<file path="src/rtl/motion_pkg.sv">
// Shared definitions for the rojobot motion command scheduler: mode encodings,
// the queued command record, scheduler states and mode sanitising.
package motion_pkg;

   localparam int CMD_DUR_W = 8;

   localparam logic [2:0] STOP = 3'b000;
   localparam logic [2:0] R_1X = 3'b001;
   localparam logic [2:0] R_2X = 3'b010;
   localparam logic [2:0] L_1X = 3'b011;
   localparam logic [2:0] L_2X = 3'b100;
   localparam logic [2:0] FWD  = 3'b101;
   localparam logic [2:0] REV  = 3'b110;

   typedef struct packed {
      logic [2:0]           mode;
      logic [CMD_DUR_W-1:0] dur;
   } motion_cmd_t;

   typedef enum logic {IDLE, RUN} sched_state_t;

   // 3'b111 has no meaning on the motion bus, so it is parked as STOP
   function automatic logic [2:0] clean_mode(input logic [2:0] mode);
      return (mode == 3'b111) ? STOP : mode;
   endfunction

endpackage

</file>
<file path="src/rtl/motion_cmd_fifo.sv">
// Synchronous DEPTH-entry command FIFO; head shows the oldest entry while not empty.
// A flush empties it on the next edge regardless of push/pop.
module motion_cmd_fifo #(
   parameter int DEPTH = 4,
   parameter int WIDTH = 11
) (
   input  logic                   clk,
   input  logic                   reset,
   input  logic                   push,
   input  logic [WIDTH-1:0]       push_data,
   input  logic                   pop,
   input  logic                   flush,
   output logic [WIDTH-1:0]       head,
   output logic                   full,
   output logic                   empty,
   output logic [$clog2(DEPTH):0] level
);

   localparam int PTR_W = $clog2(DEPTH);

   logic [WIDTH-1:0] mem [DEPTH];
   logic [PTR_W-1:0] wr_ptr;
   logic [PTR_W-1:0] rd_ptr;
   logic [PTR_W:0]   count;

   always_ff @(posedge clk) begin
      if (push) begin
         mem[wr_ptr] <= push_data;
      end
   end

   // Pointers wrap naturally because DEPTH is a power of two
   always_ff @(posedge clk or posedge reset) begin
      if (reset) begin
         wr_ptr <= '0;
         rd_ptr <= '0;
         count  <= '0;
      end else if (flush) begin
         wr_ptr <= '0;
         rd_ptr <= '0;
         count  <= '0;
      end else begin
         if (push) begin
            wr_ptr <= wr_ptr + 1'b1;
         end
         if (pop) begin
            rd_ptr <= rd_ptr + 1'b1;
         end
         if (push && !pop) begin
            count <= count + 1'b1;
         end else if (pop && !push) begin
            count <= count - 1'b1;
         end
      end
   end

   assign head  = mem[rd_ptr];
   assign full  = (count == (PTR_W+1)'(DEPTH));
   assign empty = (count == '0);
   assign level = count;

endmodule

</file>
<file path="src/rtl/motion_cmd_scheduler.sv">
// Arbitrates manual/autonomous timed motion commands into a FIFO and plays them
// on motion_mode for whole 10 Hz ticks. Optional macro MOTION_SCHED_ABORT_EN adds a sync abort.
module motion_cmd_scheduler
   import motion_pkg::*;
#(
   parameter int TICK_MAX = 9_999_999,
   parameter int DEPTH    = 4,
   parameter int DUR_W    = 8
) (
   input  logic                   clk,
   input  logic                   reset,
`ifdef MOTION_SCHED_ABORT_EN
   input  logic                   abort,
`endif
   input  logic                   m_valid,
   input  logic [2:0]             m_mode,
   input  logic [DUR_W-1:0]       m_dur,
   output logic                   m_ready,
   input  logic                   a_valid,
   input  logic [2:0]             a_mode,
   input  logic [DUR_W-1:0]       a_dur,
   output logic                   a_ready,
   output logic [2:0]             motion_mode,
   output logic                   busy,
   output logic                   cmd_done,
   output logic [$clog2(DEPTH):0] level
);

   localparam int CMD_W = 3 + DUR_W;
   localparam int DIV_W = (TICK_MAX > 0) ? $clog2(TICK_MAX + 1) : 1;
   localparam logic [DIV_W-1:0] DIV_TERM = DIV_W'(TICK_MAX);

   sched_state_t     state_q, state_d;
   logic [2:0]       mode_q, mode_d;
   logic [DUR_W-1:0] remain_q, remain_d;
   logic [DIV_W-1:0] div_q, div_d;
   logic             done_q, done_d;
   logic             favour_m;
   logic             abort_now;

   logic             push, pop, full, empty;
   logic [CMD_W-1:0] push_data, head;
   logic [2:0]       head_mode;
   logic [DUR_W-1:0] head_dur;

`ifdef MOTION_SCHED_ABORT_EN
   assign abort_now = abort;
`else
   assign abort_now = 1'b0;
`endif

   // Grants look only at the registered full flag, so a same-cycle pop never frees a slot
   always_comb begin
      m_ready = 1'b0;
      a_ready = 1'b0;
      if (!full && !abort_now) begin
         m_ready = m_valid & (~a_valid | favour_m);
         a_ready = a_valid & ~m_ready;
      end
   end

   assign push      = m_ready | a_ready;
   assign push_data = m_ready ? {clean_mode(m_mode), m_dur} : {clean_mode(a_mode), a_dur};
   assign head_mode = head[CMD_W-1 -: 3];
   assign head_dur  = head[DUR_W-1:0];

   motion_cmd_fifo #(
      .DEPTH (DEPTH),
      .WIDTH (CMD_W)
   ) u_fifo (
      .clk       (clk),
      .reset     (reset),
      .push      (push),
      .push_data (push_data),
      .pop       (pop),
      .flush     (abort_now),
      .head      (head),
      .full      (full),
      .empty     (empty),
      .level     (level)
   );

   // Zero-duration entries are discarded in IDLE; the last tick of a command
   // chains straight into a valid head so the motor never sees a STOP gap
   always_comb begin
      state_d  = state_q;
      mode_d   = mode_q;
      remain_d = remain_q;
      div_d    = div_q;
      done_d   = 1'b0;
      pop      = 1'b0;
      case (state_q)
         IDLE: begin
            if (!empty) begin
               pop = 1'b1;
               if (head_dur != '0) begin
                  state_d  = RUN;
                  mode_d   = head_mode;
                  remain_d = head_dur;
                  div_d    = '0;
               end
            end
         end
         RUN: begin
            if (div_q == DIV_TERM) begin
               div_d = '0;
               if (remain_q > DUR_W'(1)) begin
                  remain_d = remain_q - 1'b1;
               end else begin
                  done_d = 1'b1;
                  if (!empty && head_dur != '0) begin
                     pop      = 1'b1;
                     mode_d   = head_mode;
                     remain_d = head_dur;
                  end else begin
                     mode_d  = STOP;
                     state_d = IDLE;
                  end
               end
            end else begin
               div_d = div_q + 1'b1;
            end
         end
         default: state_d = IDLE;
      endcase
      if (abort_now) begin
         state_d  = IDLE;
         mode_d   = STOP;
         remain_d = '0;
         div_d    = '0;
         done_d   = 1'b0;
         pop      = 1'b0;
      end
   end

   always_ff @(posedge clk or posedge reset) begin
      if (reset) begin
         state_q  <= IDLE;
         mode_q   <= STOP;
         remain_q <= '0;
         div_q    <= '0;
         done_q   <= 1'b0;
         favour_m <= 1'b1;
      end else begin
         state_q  <= state_d;
         mode_q   <= mode_d;
         remain_q <= remain_d;
         div_q    <= div_d;
         done_q   <= done_d;
         if (m_ready) begin
            favour_m <= 1'b0;
         end else if (a_ready) begin
            favour_m <= 1'b1;
         end
      end
   end

   assign motion_mode = mode_q;
   assign busy        = (state_q == RUN);
   assign cmd_done    = done_q;

endmodule

</file>
<file path="config.mk">
export PLATFORM = sky130hd
export DESIGN_NAME = motion_cmd_scheduler
export DESIGN_NICKNAME = d
export VERILOG_FILES = /design/src/rtl/motion_pkg.sv /design/src/rtl/motion_cmd_fifo.sv /design/src/rtl/motion_cmd_scheduler.sv
export SDC_FILE = /design/constraint.sdc
export NUM_CORES = 1
export LEC_CHECK = 0
export CAP_MARGIN = 10
export CORE_MARGIN = 2
export CORE_UTILIZATION = 30
export DETAILED_ROUTE_END_ITERATION = 8
export PLACE_DENSITY_LB_ADDON = 0.08
export SLEW_MARGIN = 20
export SYNTH_ARGS = -nofsm -noshare
export SYNTH_HDL_FRONTEND = slang
export SYNTH_HIERARCHICAL = 1
export SYNTH_SLANG_ARGS = --single-unit
</file>
<file path="constraint.sdc">
create_clock -name clk -period 6.6 [get_ports clk]
set_input_delay 1.65 -clock clk [delete_from_list [all_inputs] [get_ports clk]]
set_output_delay 1.65 -clock clk [all_outputs]
set_load 0.02 [all_outputs]
</file>
==> results of run 1 <==
[where the power goes]
group,switching (mW),total [mW],internal (mW)
registers,0.0630,0.747,0.684
clock network,0.218,0.484,0.265
logic,0.167,0.299,0.132
total,0.448,1.53,1.08
[stage by stage]
step	cells	area (µm²)	utilization, %	power [mW]	hold slack, ns
after floorplan	393	4540	-	0.950	0.438
after global placement	599	5040	34.4	1.06	0.475
after detailed placement	599	5040	34.4	1.06	0.477
after CTS	615	5320	36.3	1.55	0.486
after global routing	615	5320	36.3	1.62	0.514
final	615	5320	36.3	1.53	0.486
[Yosys cell counts (all sizes together), types with 2 or more instances]
cell type,n
dfrtp,44
edfxtp,44
nand2,36
o21ai,28
nor2,25
a21oi,19
inv,17
a31oi,15
buf,11
mux4,11
mux2,9
nand4,9
nor3,9
nand3,8
and2,7
clkbuf,7
ha,7
nor4,7
a21o,5
a22o,5
o31ai,5
and4,4
mux2i,4
or3,4
or4,4
xor2,4
nor3b,3
o31a,3
xnor2,3
a211oi,2
a221o,2
a31o,2
and3,2
o21a,2
o2bb2a,2
[logic make-up after synthesis]
| kind of cell | synth area share, % |
|---|---|
| XOR/XNOR | 1.52 |
| buffers and inverters | 4.21 |
| multiplexers | 8.87 |
| adder cells (fa/ha/maj) | 2.38 |
| AND/OR/NAND/NOR | 14.4 |
| other | 0.0830 |
| AO/OA/AOI/OAI | 14.4 |
| flip-flops | 54.2 |
[final cells by class]
type,count,area share [%]
well taps,184,4.33
clock inverters,6,0.776
repair buffers,40,7.29
clock buffers,10,4.49
flip-flops and latches,89,46.0
inverters,17,1.20
multi-input cells,269,35.9
[cells in the final DEF (no fill, tap or decap), drive strengths merged, types with 3 or more instances in the layout]
cell type,count
dfrtp,44
a21oi,19
edfxtp,44
or4,4
clkinv,4
buf,5
a21o,5
and2,7
nand2,36
clkdlybuf4s50,35
clkbuf,10
xor2,4
mux2,9
a31oi,15
and4,4
o31ai,5
a22o,5
ha,7
inv,18
nor4,7
nor3,9
nand3,8
o31a,3
xnor2,3
nor3b,3
conb,7
mux4,11
nand4,9
mux2i,4
o21ai,28
or3,4
nor2,25
[flip-flops by register name, summed over array words and instances, names as in the netlist]
register / cells
busy: 1
cmd_done: 1
div_q: 24
favour_m: 1
motion_mode: 3
remain_q: 8
u_fifo/level: 3
u_fifo/mem: 44
u_fifo/rd_ptr: 2
u_fifo/wr_ptr: 2
[worst max-delay path: cells and delay by family]
kind	cells	cell delay, ns
AO/OA/AOI/OAI	1	0.19
buffers and inverters	4	1.44
[per-layer routing]
metal  part of all wire, %  vias to the layer above
met5                     0                        -
met4                   1.7                        0
met3                   4.1                       11
met2                    52                       64
met1                    42                     1595
li1                      -                     1537
[final timing paths]
check,from,to,slack (ns),cells past startpoint
max in group asynchronous,reset,div_q[2],4.46,3
setup reg to reg,u_fifo/rd_ptr[0],u_fifo/level[1],2.96,8
min in group asynchronous,reset,u_fifo/level[1],1.58,2
hold / removal,div_q[15],div_q[15],0.49,1
setup / recovery,m_valid,m_ready,1.67,5
hold reg to reg,div_q[15],div_q[15],0.49,1
==> metrics.log, run 1 <==
[metrics] status: finished, final reports clean
[metrics] number of filler cells placed in the layout: 1473
[metrics] diodes inserted: 0
[metrics] # port buffers: 35
[metrics] critical path's slowest cell: sky130_fd_sc_hd__clkdlybuf4s50_1
[metrics] post-CTS sizing: 0
[metrics] Min-Delay Path Class: reg -> reg
[metrics] Post-CTS Setup Bufs: 0
[metrics] half-perimeter wire length of the detailed placement result: 7190 µm
[metrics] most instantiated flip-flop cell in the synthesis netlist: sky130_fd_sc_hd__edfxtp_1
[metrics] cell-by-cell trace of the critical path: clkdlybuf4s50_1 -> inv_1 -> a211oi_2 -> buf_4 -> clkdlybuf4s50_1
[metrics] FF/Latch Area: 2450 µm²
[metrics] clock root buffer: sky130_fd_sc_hd__clkbuf_16
[metrics] count of hold buffers inserted by post-cts repair: 0
[metrics] Initial DRC Count: 140
[metrics] power density over the cells: 288 nW/µm²
[metrics] layout cells sized above 1: 10.9%
[metrics] via count of the first global-routing pass: 3260
[metrics] count of cell types in the netlist: 63
[metrics] period utilization: 74.7%
[metrics] global-route met1 utilization: 16.0%
[metrics] clock latency on the worst-skew pair: 0.34 ns
[metrics] biggest fanout along the worst timing path: 13
[metrics] setup violation total in the final timing report: 0
[metrics] post-synthesis cell area: 4520 µm²
[metrics] max-cap viol count: 0
[metrics] Wirelength per Cell: 17.0 µm
[metrics] most used cell, CP: sky130_fd_sc_hd__clkdlybuf4s50_1
[metrics] CP arrival: 3.28 ns
[metrics] data required time at the worst endpoint: 4.95 ns
[metrics] initial core utilization: 30.8%
[metrics] post-synth top area cell: sky130_fd_sc_hd__edfxtp_1
[metrics] Post-synth EDFFs: 44
[metrics] Num CTS Buffers: 9
[metrics] final slew viol count: 0
[metrics] Post-Route Setup TNS: 0 ns
[metrics] number of warnings issued by yosys: 6
[metrics] min Tclk post-route: 4.93 ns
[metrics] ANT nets after route: 0
[metrics] Hold Vio Cnt, Final: 0
[metrics] grt ovf: 0
[metrics] slowest cell delay on critical path: 0.64 ns
[metrics] post-placement setup slack: 1.64 ns
[metrics] final layout net count: 460
[metrics] crit path launch type: input pin
[metrics] slew at the pin closest to its max-slew limit: 0.952 ns
[metrics] count of boundary I/O pins: 36
[metrics] sort of element at the end of the critical path: output port
[metrics] Seq cells post-synth: 89
[metrics] share of synthesized registers carrying an async set or reset: 50.6%
[metrics] core box area: 14600 µm²
[metrics] die footprint: 16000 µm²
[metrics] number of remaining DRC errors: 0
[metrics] final weighted congestion in routability-driven placement: 0.787
[metrics] IR drop worst, VDD: 164 µV
[metrics] cell types with the largest area share after synthesis: sky130_fd_sc_hd__edfxtp_1 29%, sky130_fd_sc_hd__dfrtp_1 24%, sky130_fd_sc_hd__mux4_2 4.0%, sky130_fd_sc_hd__nand2_1 2.9%, sky130_fd_sc_hd__mux2_2 2.2%
[metrics] growth of design area from synthesis to finish: 17.8%
[metrics] number of antenna violations at the first check in global routing: 0
[metrics] die width: 127 µm
[metrics] clock input transition at the sequential cells of the worst setup and hold paths: 0.06 ns
[metrics] H-tree lvl count: 3
[metrics] Vias per Instance: 5.21
[metrics] global-route met2 utilization: 24.7%
[metrics] die height: 127 µm
[metrics] pin count of the biggest net entering global routing: 39
[metrics] area taken by multi-input logic gates: 1910 µm²
[metrics] met3 track utilization from global routing: 3.50%
[metrics] number of placement rows: 44
[metrics] clock skew: 0.00717 ns
[metrics] clock sink count: 89
[metrics] Mapped Cells: 387
[metrics] setup repair after global routing missed its margin: no
[metrics] share of Yosys cell area claimed by the top area cell type: 29.3%
[metrics] type of the worst setup path: in -> out
[metrics] first-pass GRT wire length: 17300 µm
[metrics] DR pass1 iterations: 4
[metrics] final routed wirelength across all metal layers: 10400 µm
[metrics] buffers from clock root to sink, at most: 2
[metrics] share of synthesized area occupied by flip-flops and latches: 54.2%
[metrics] Avg Synthesized Cell Area: 11.7 µm²
[metrics] final worst setup slack: 1.67 ns
[metrics] relative max-transition margin: 36.5%
[metrics] global routing usage summed across all routing layers: 13.9%
[metrics] highest achievable clock rate: 0.203 GHz
[metrics] total number of vias: 3207
[metrics] TritonCTS clock tree: done
[metrics] Static Leakage: 2.02 nW
[metrics] layer with the highest usage: met2
(Power assumes the default switching activity.)
==> run 2: changes to the inputs <==
Clock period 6.6 ns to 4 ns, I/O delays scaled along.
==> metrics.log, run 2 (synthesis gave the netlist of run 1 again) <==
[metrics] crit path launch type: input pin
[metrics] clock input transition at the sequential cells of the worst setup and hold paths: 0.06 ns (about the same)
[metrics] highest achievable clock rate: 0.274 GHz
[metrics] via count of the first global-routing pass: 3196 (-2.0%)
[metrics] setup repair after global routing missed its margin: no
[metrics] final layout net count: 467 (+1.5%)
[metrics] count of hold buffers inserted by post-cts repair: 0 (unchanged)
[metrics] Worst Hold Launch: div_q[15]
[metrics] data required time at the worst endpoint: 3.00 ns (-1.95 ns)
[metrics] min Tclk post-route: 3.65 ns
[metrics] IR drop worst, VDD: 250 µV (+53%)
[metrics] number of flip-flops under the largest register name: 44 (unchanged)
[metrics] post-CTS sizing: 0 (unchanged)
[metrics] buffers from clock root to sink, at most: 2 (unchanged)
[metrics] final worst hold slack: 0.489 ns (+0.00242 ns)
[metrics] H-tree lvl count: 3 (unchanged)
[metrics] slew at the pin closest to its max-slew limit: 0.680 ns (-0.272 ns)
[metrics] Static Leakage: 2.07 nW (+2.5%)
[metrics] Worst Hold Path EP: div_q[15]
[metrics] number of cells on the worst reg-to-reg path: 9 (+1)
[metrics] number of filler cells placed in the layout: 1436 (-2.5%)
[metrics] die width: 127 µm (unchanged)
[metrics] register ranked first by flip-flop count: u_fifo/mem
[metrics] final weighted congestion in routability-driven placement: 0.770 (-2.1%)
[metrics] power density over the cells: 485 nW/µm² (+69%)
[metrics] clock skew: 0.00671 ns (-0.000455 ns)
[metrics] type of the worst setup path: in -> out
[metrics] sort of element at the end of the critical path: output port
[metrics] worst reg2reg path endpoint: u_fifo/level[2]
[metrics] layout cells sized above 1: 12.6% (+1.7 points)
[metrics] count of boundary I/O pins: 36 (unchanged)
[metrics] max-cap viol count: 0 (unchanged)
[metrics] most frequent cells in the layout: 44 x sky130_fd_sc_hd__dfrtp_1, 44 x sky130_fd_sc_hd__edfxtp_1, 35 x sky130_fd_sc_hd__nand2_1, 35 x sky130_fd_sc_hd__clkdlybuf4s50_1, 25 x sky130_fd_sc_hd__nor2_1
[metrics] total number of vias: 3197 (-0.31%)
[metrics] worst reg2reg path startpoint: div_q[14]
[metrics] Vias per Instance: 5.14 (-1.4%)
[metrics] grt ovf: 0 (unchanged)
[metrics] Hold Vio Cnt, Final: 0 (unchanged)
[metrics] die height: 127 µm (unchanged)
[metrics] number of remaining DRC errors: 0 (unchanged)
[metrics] registers with the highest flip-flop counts: u_fifo/mem: 44 flops, div_q: 24 flops, remain_q: 8 flops
[metrics] Final Total Pwr: 2.62 mW (+71%)
[metrics] ANT nets after route: 0 (unchanged)
[metrics] half-perimeter wire length of the detailed placement result: 7490 µm (+4.2%)
[metrics] TritonCTS clock tree: done
[metrics] Wirelength per Cell: 17.0 µm (about the same)
[metrics] clock latency on the worst-skew pair: 0.35 ns (about the same)
[metrics] final design utilization: 36.9% (+0.54 points)
[metrics] initial core utilization: 30.8% (unchanged)
[metrics] hold-critical path depth: 1 (unchanged)
[metrics] biggest fanout along the worst timing path: 3 (-10)
[metrics] diodes inserted: 0 (unchanged)
[metrics] clock sink count: 89 (unchanged)
[metrics] growth of design area from synthesis to finish: 19.5%
[metrics] # port buffers: 35 (unchanged)
[metrics] r2r setup slk: 0.62 ns (-2.34 ns)
[metrics] status: finished, final reports clean
[metrics] Post-Route Setup TNS: 0 ns (unchanged)
[metrics] final routed wirelength across all metal layers: 10500 µm (+1.0%)
[metrics] global routing usage summed across all routing layers: 13.8% (-0.13 points)
[metrics] period utilization: 91.1%
[metrics] Min-Delay Path Class: reg -> reg
[metrics] final slew viol count: 0 (unchanged)
[metrics] number of placement rows: 44 (unchanged)
[metrics] clock root buffer: sky130_fd_sc_hd__clkbuf_16
[metrics] first-pass GRT wire length: 16900 µm (-2.0%)
[metrics] Initial DRC Count: 146 (+4.3%)
[metrics] DR pass1 iterations: 4 (unchanged)
[metrics] pin count of the biggest net entering global routing: 19 (-51%)
[metrics] number of antenna violations at the first check in global routing: 0 (unchanged)
[metrics] Num CTS Buffers: 9 (unchanged)
[metrics] core box area: 14600 µm² (unchanged)
[metrics] Post-CTS Setup Bufs: 0 (unchanged)
[metrics] die footprint: 16000 µm² (unchanged)
[metrics] setup violation total in the final timing report: 0 (unchanged)
[metrics] relative max-transition margin: 54.7% (+18 points)
[metrics] CP arrival: 2.65 ns (-0.63 ns)
-- run 2: cell count changes in the layout (fill, tap and decap cells not counted), sizes merged --
cell    delta
bufinv     +1
inv        +2
buf        +7
clkinv     -3
-- run 2: power breakdown --
part / switching, mW / total [mW] / internal (mW)
clock: 0.373 / 0.882 / 0.509
combinational: 0.280 / 0.506 / 0.227
sequential: 0.102 / 1.23 / 1.13
total: 0.754 / 2.62 / 1.86
-- run 2: how the worst max path moves through the flow --
stage	startpoint	end	cells past startpoint
final	m_valid	m_ready	4
after global routing	m_valid	m_ready	4
after CTS	m_valid	m_ready	4
after detailed placement	m_valid	m_ready	4
after global placement	m_valid	m_ready	4
after floorplan	div_q[17]	u_fifo/level[2]	10
-- run 2: critical path, stage by stage --
cell	delay [ns]
sky130_fd_sc_hd__clkdlybuf4s50_1	0.50
sky130_fd_sc_hd__inv_1	0.07
sky130_fd_sc_hd__a211oi_2	0.38
sky130_fd_sc_hd__clkdlybuf4s50_1	0.69
-- run 2: stage by stage --
stage | setup slack, ns | cell area, µm² | instances
floorplan | 0.519 | 4540 | 393
global placement | 0.301 | 5090 | 606
detailed placement | 0.314 | 5090 | 606
CTS | 0.302 | 5400 | 622
global route | 0.279 | 5400 | 622
finish | 0.355 | 5400 | 622
-- run 2: layout make-up --
class | instances | area [µm²] | area share, %
clock buffers | 10 | 239 | 4.43
inverters | 17 | 63.8 | 1.18
repair buffers | 47 | 440 | 8.16
clock inverters | 6 | 71.3 | 1.32
flip-flops and latches | 89 | 2450 | 45.4
multi-input cells | 269 | 1900 | 35.3
well taps | 184 | 230 | 4.27
-- run 2: per-layer routing --
metal / routed length (µm) / part of all wire [%] / global-route usage, % / vias up
met5: 0 / 0 / 0 / -
met4: 163 / 1.5 / 5.11 / 0
met3: 346 / 3.3 / 3.54 / 13
met2: 5340 / 51 / 23.7 / 54
met1: 4700 / 45 / 16.7 / 1575
li1: - / - / - / 1555
==> run 3: changes to the inputs <==
Settings changed: DONT_BUFFER_PORTS set to 1, SETUP_SLACK_MARGIN set to 0.05.
==> metrics.log, run 3 (synthesis gave the netlist of run 1 again) <==
[metrics] final weighted congestion in routability-driven placement: 0.752 (-2.4%)
[metrics] IR drop worst, VDD: 299 µV (+19%)
[metrics] depth of the critical timing path with buffers and inverters included: 9 (+5)
[metrics] Min-Delay Path Class: in -> async
[metrics] CP top delay family: simple AND/OR/NAND/NOR gates
[metrics] Bufs and invs on worst path: 0 (-3)
[metrics] number of flip-flops under the largest register name: 44 (unchanged)
[metrics] relative max-transition margin: 52.5% (-2.2 points)
[metrics] CP arrival: 3.82 ns (+1.17 ns)
[metrics] number of antenna violations at the first check in global routing: 0 (unchanged)
[metrics] met3 track utilization from global routing: 3.50% (-0.042 points)
[metrics] number of remaining DRC errors: 0 (unchanged)
[metrics] max-cap viol count: 0 (unchanged)
[metrics] final routed wirelength across all metal layers: 10300 µm (-2.0%)
[metrics] layer with the highest usage: met2
[metrics] final layout net count: 430 (-7.9%)
[metrics] slew at the pin closest to its max-slew limit: 0.710 ns (+0.0300 ns)
[metrics] status: finished, final reports clean
[metrics] pin count of the biggest net entering global routing: 39 (+20)
[metrics] slowest cell delay on critical path: 0.59 ns (-0.10 ns)
[metrics] worst reg2reg path endpoint: u_fifo/level[2]
[metrics] grt ovf: 0 (unchanged)
[metrics] min Tclk post-route: 3.59 ns (-0.0547 ns)
[metrics] setup repair after global routing missed its margin: no
[metrics] clock latency on the worst-skew pair: 0.34 ns (about the same)
[metrics] initial core utilization: 30.8% (unchanged)
[metrics] die height: 127 µm (unchanged)
[metrics] global-route met1 utilization: 16.2% (-0.46 points)
[metrics] H-tree lvl count: 3 (unchanged)
[metrics] die width: 127 µm (unchanged)
[metrics] final slew viol count: 0 (unchanged)
[metrics] global-route met2 utilization: 24.9% (+1.2 points)
[metrics] setup violation total in the final timing report: 0 (unchanged)
[metrics] power density over the cells: 514 nW/µm² (+6.0%)
[metrics] worst reg2reg path startpoint: div_q[14]
[metrics] sort of element at the end of the critical path: register
[metrics] diodes inserted: 0 (unchanged)
[metrics] total number of vias: 3062 (-4.2%)
[metrics] clock root buffer: sky130_fd_sc_hd__clkbuf_16
[metrics] number of placement rows: 44 (unchanged)
[metrics] register ranked first by flip-flop count: u_fifo/mem
[metrics] count of boundary I/O pins: 36 (unchanged)
[metrics] biggest fanout along the worst timing path: 6 (+3)
[metrics] registers with the highest flip-flop counts: u_fifo/mem: 44 flops, div_q: 24 flops, remain_q: 8 flops
[metrics] first-pass GRT wire length: 17000 µm (+0.25%)
[metrics] die footprint: 16000 µm² (unchanged)
[metrics] highest achievable clock rate: 0.278 GHz (+1.5%)
[metrics] # port buffers: 0 (-100%)
[metrics] Num CTS Buffers: 9 (unchanged)
[metrics] clock input transition at the sequential cells of the worst setup and hold paths: 0.07 ns (about the same)
[metrics] Wirelength per Cell: 17.7 µm (+4.2%)
[metrics] global routing usage summed across all routing layers: 13.8% (+0.020 points)
[metrics] final non-filler cell area: 5050 µm² (-6.5%)
[metrics] count of hold buffers inserted by post-cts repair: 0 (unchanged)
[metrics] crit path launch type: register
[metrics] Static Leakage: 1.93 nW (-6.8%)
[metrics] critical path's slowest cell: sky130_fd_sc_hd__o32ai_2
[metrics] TritonCTS clock tree: done
[metrics] data required time at the worst endpoint: 4.23 ns (+1.23 ns)
[metrics] via count of the first global-routing pass: 3150 (-1.4%)
[metrics] Post-Route Setup TNS: 0 ns (unchanged)
[metrics] type of the worst setup path: reg -> reg
[metrics] Vias per Instance: 5.23 (+1.8%)
[metrics] half-perimeter wire length of the detailed placement result: 7200 µm (-3.9%)
[metrics] clock sink count: 89 (unchanged)
[metrics] growth of design area from synthesis to finish: 11.8%
[metrics] Initial DRC Count: 142 (-2.7%)
[metrics] cell-by-cell trace of the critical path: or4_1 -> or4_4 -> nand4b_1 -> o32ai_2 -> and2b_1 -> fa_1 -> nor3b_1 -> o21ai_0 -> nor3b_2
[metrics] clock skew: 0.00803 ns (+0.00132 ns)
[metrics] Hold Vio Cnt, Final: 0 (unchanged)
[metrics] DR pass1 iterations: 4 (unchanged)
[metrics] r2r setup slk: 0.41 ns (-0.21 ns)
[metrics] period utilization: 89.8% (-1.4 points)
[metrics] layout cells sized above 1: 13.0% (+0.41 points)
[metrics] Placement Cell Area: 4720 µm² (-7.2%)
[metrics] buffers from clock root to sink, at most: 2 (unchanged)
[metrics] number of cells on the worst reg-to-reg path: 9 (unchanged)
[metrics] most frequent cells in the layout: 44 x sky130_fd_sc_hd__dfrtp_1, 44 x sky130_fd_sc_hd__edfxtp_1, 35 x sky130_fd_sc_hd__nand2_1
[metrics] core box area: 14600 µm² (unchanged)
[metrics] ANT nets after route: 0 (unchanged)
[run 3: cell count changes in the layout (fill, tap and decap cells not counted)]
cell,previous run,this run
sky130_fd_sc_hd__o32ai_2,0,1
sky130_fd_sc_hd__bufinv_16,1,2
sky130_fd_sc_hd__clkinvlp_4,1,0
sky130_fd_sc_hd__o32ai_1,1,0
sky130_fd_sc_hd__buf_4,12,10
sky130_fd_sc_hd__inv_8,1,0
sky130_fd_sc_hd__clkbuf_1,0,2
sky130_fd_sc_hd__clkinv_4,0,1
sky130_fd_sc_hd__clkbuf_8,1,0
sky130_fd_sc_hd__clkinv_2,1,0
sky130_fd_sc_hd__clkdlybuf4s50_1,35,0
[run 3: cell type report]
cell class              instances  area [µm²]
flip-flops and latches         89        2450
inverters                      17        63.8
clock buffers                  11         233
fillers                      1439        9600
clock inverters                 5        86.3
well taps                     184         230
repair buffers                 10        75.1
multi-input cells             269        1910
[run 3: where the power goes]
part / internal [mW] / switching [mW]
Combinational: 0.177 / 0.259
Sequential: 1.13 / 0.117
Clock: 0.554 / 0.360
Total: 1.86 / 0.737
[run 3: how the worst max path moves through the flow]
stage / startpoint / end
final: div_q[14] / u_fifo/level[2]
after global routing: div_q[14] / u_fifo/level[2]
after CTS: div_q[14] / u_fifo/level[2]
after detailed placement: div_q[14] / u_fifo/level[2]
after global placement: div_q[14] / u_fifo/level[2]
after floorplan: div_q[17] / u_fifo/level[2]
[run 3: what timing repair did]
| action | CTS | global route |
|---|---|---|
| resized for setup | 0 | 1 |
| setup endpoints to repair | 0 | 1 |
| setup buffers | 0 | 0 |
[run 3: metrics by stage]
step / power (mW) / utilization, % / setup slack, ns / hold WS (ns) / cells
final: 2.60 / 34.5 / 0.409 / 0.480 / 585
after floorplan: 1.57 / - / 0.519 / 0.438 / 393
after global placement: 1.70 / 32.2 / 0.208 / 0.473 / 569
after detailed placement: 1.71 / 32.2 / 0.178 / 0.473 / 569
after global routing: 2.74 / 34.5 / 0.215 / 0.498 / 585
after CTS: 2.63 / 34.4 / 0.153 / 0.479 / 585
[run 3: layer usage]
layer	up-vias	routed length [µm]
li1	1477	-
met4	0	125
met3	8	323
met5	-	0
met2	52	5520
met1	1525	4380
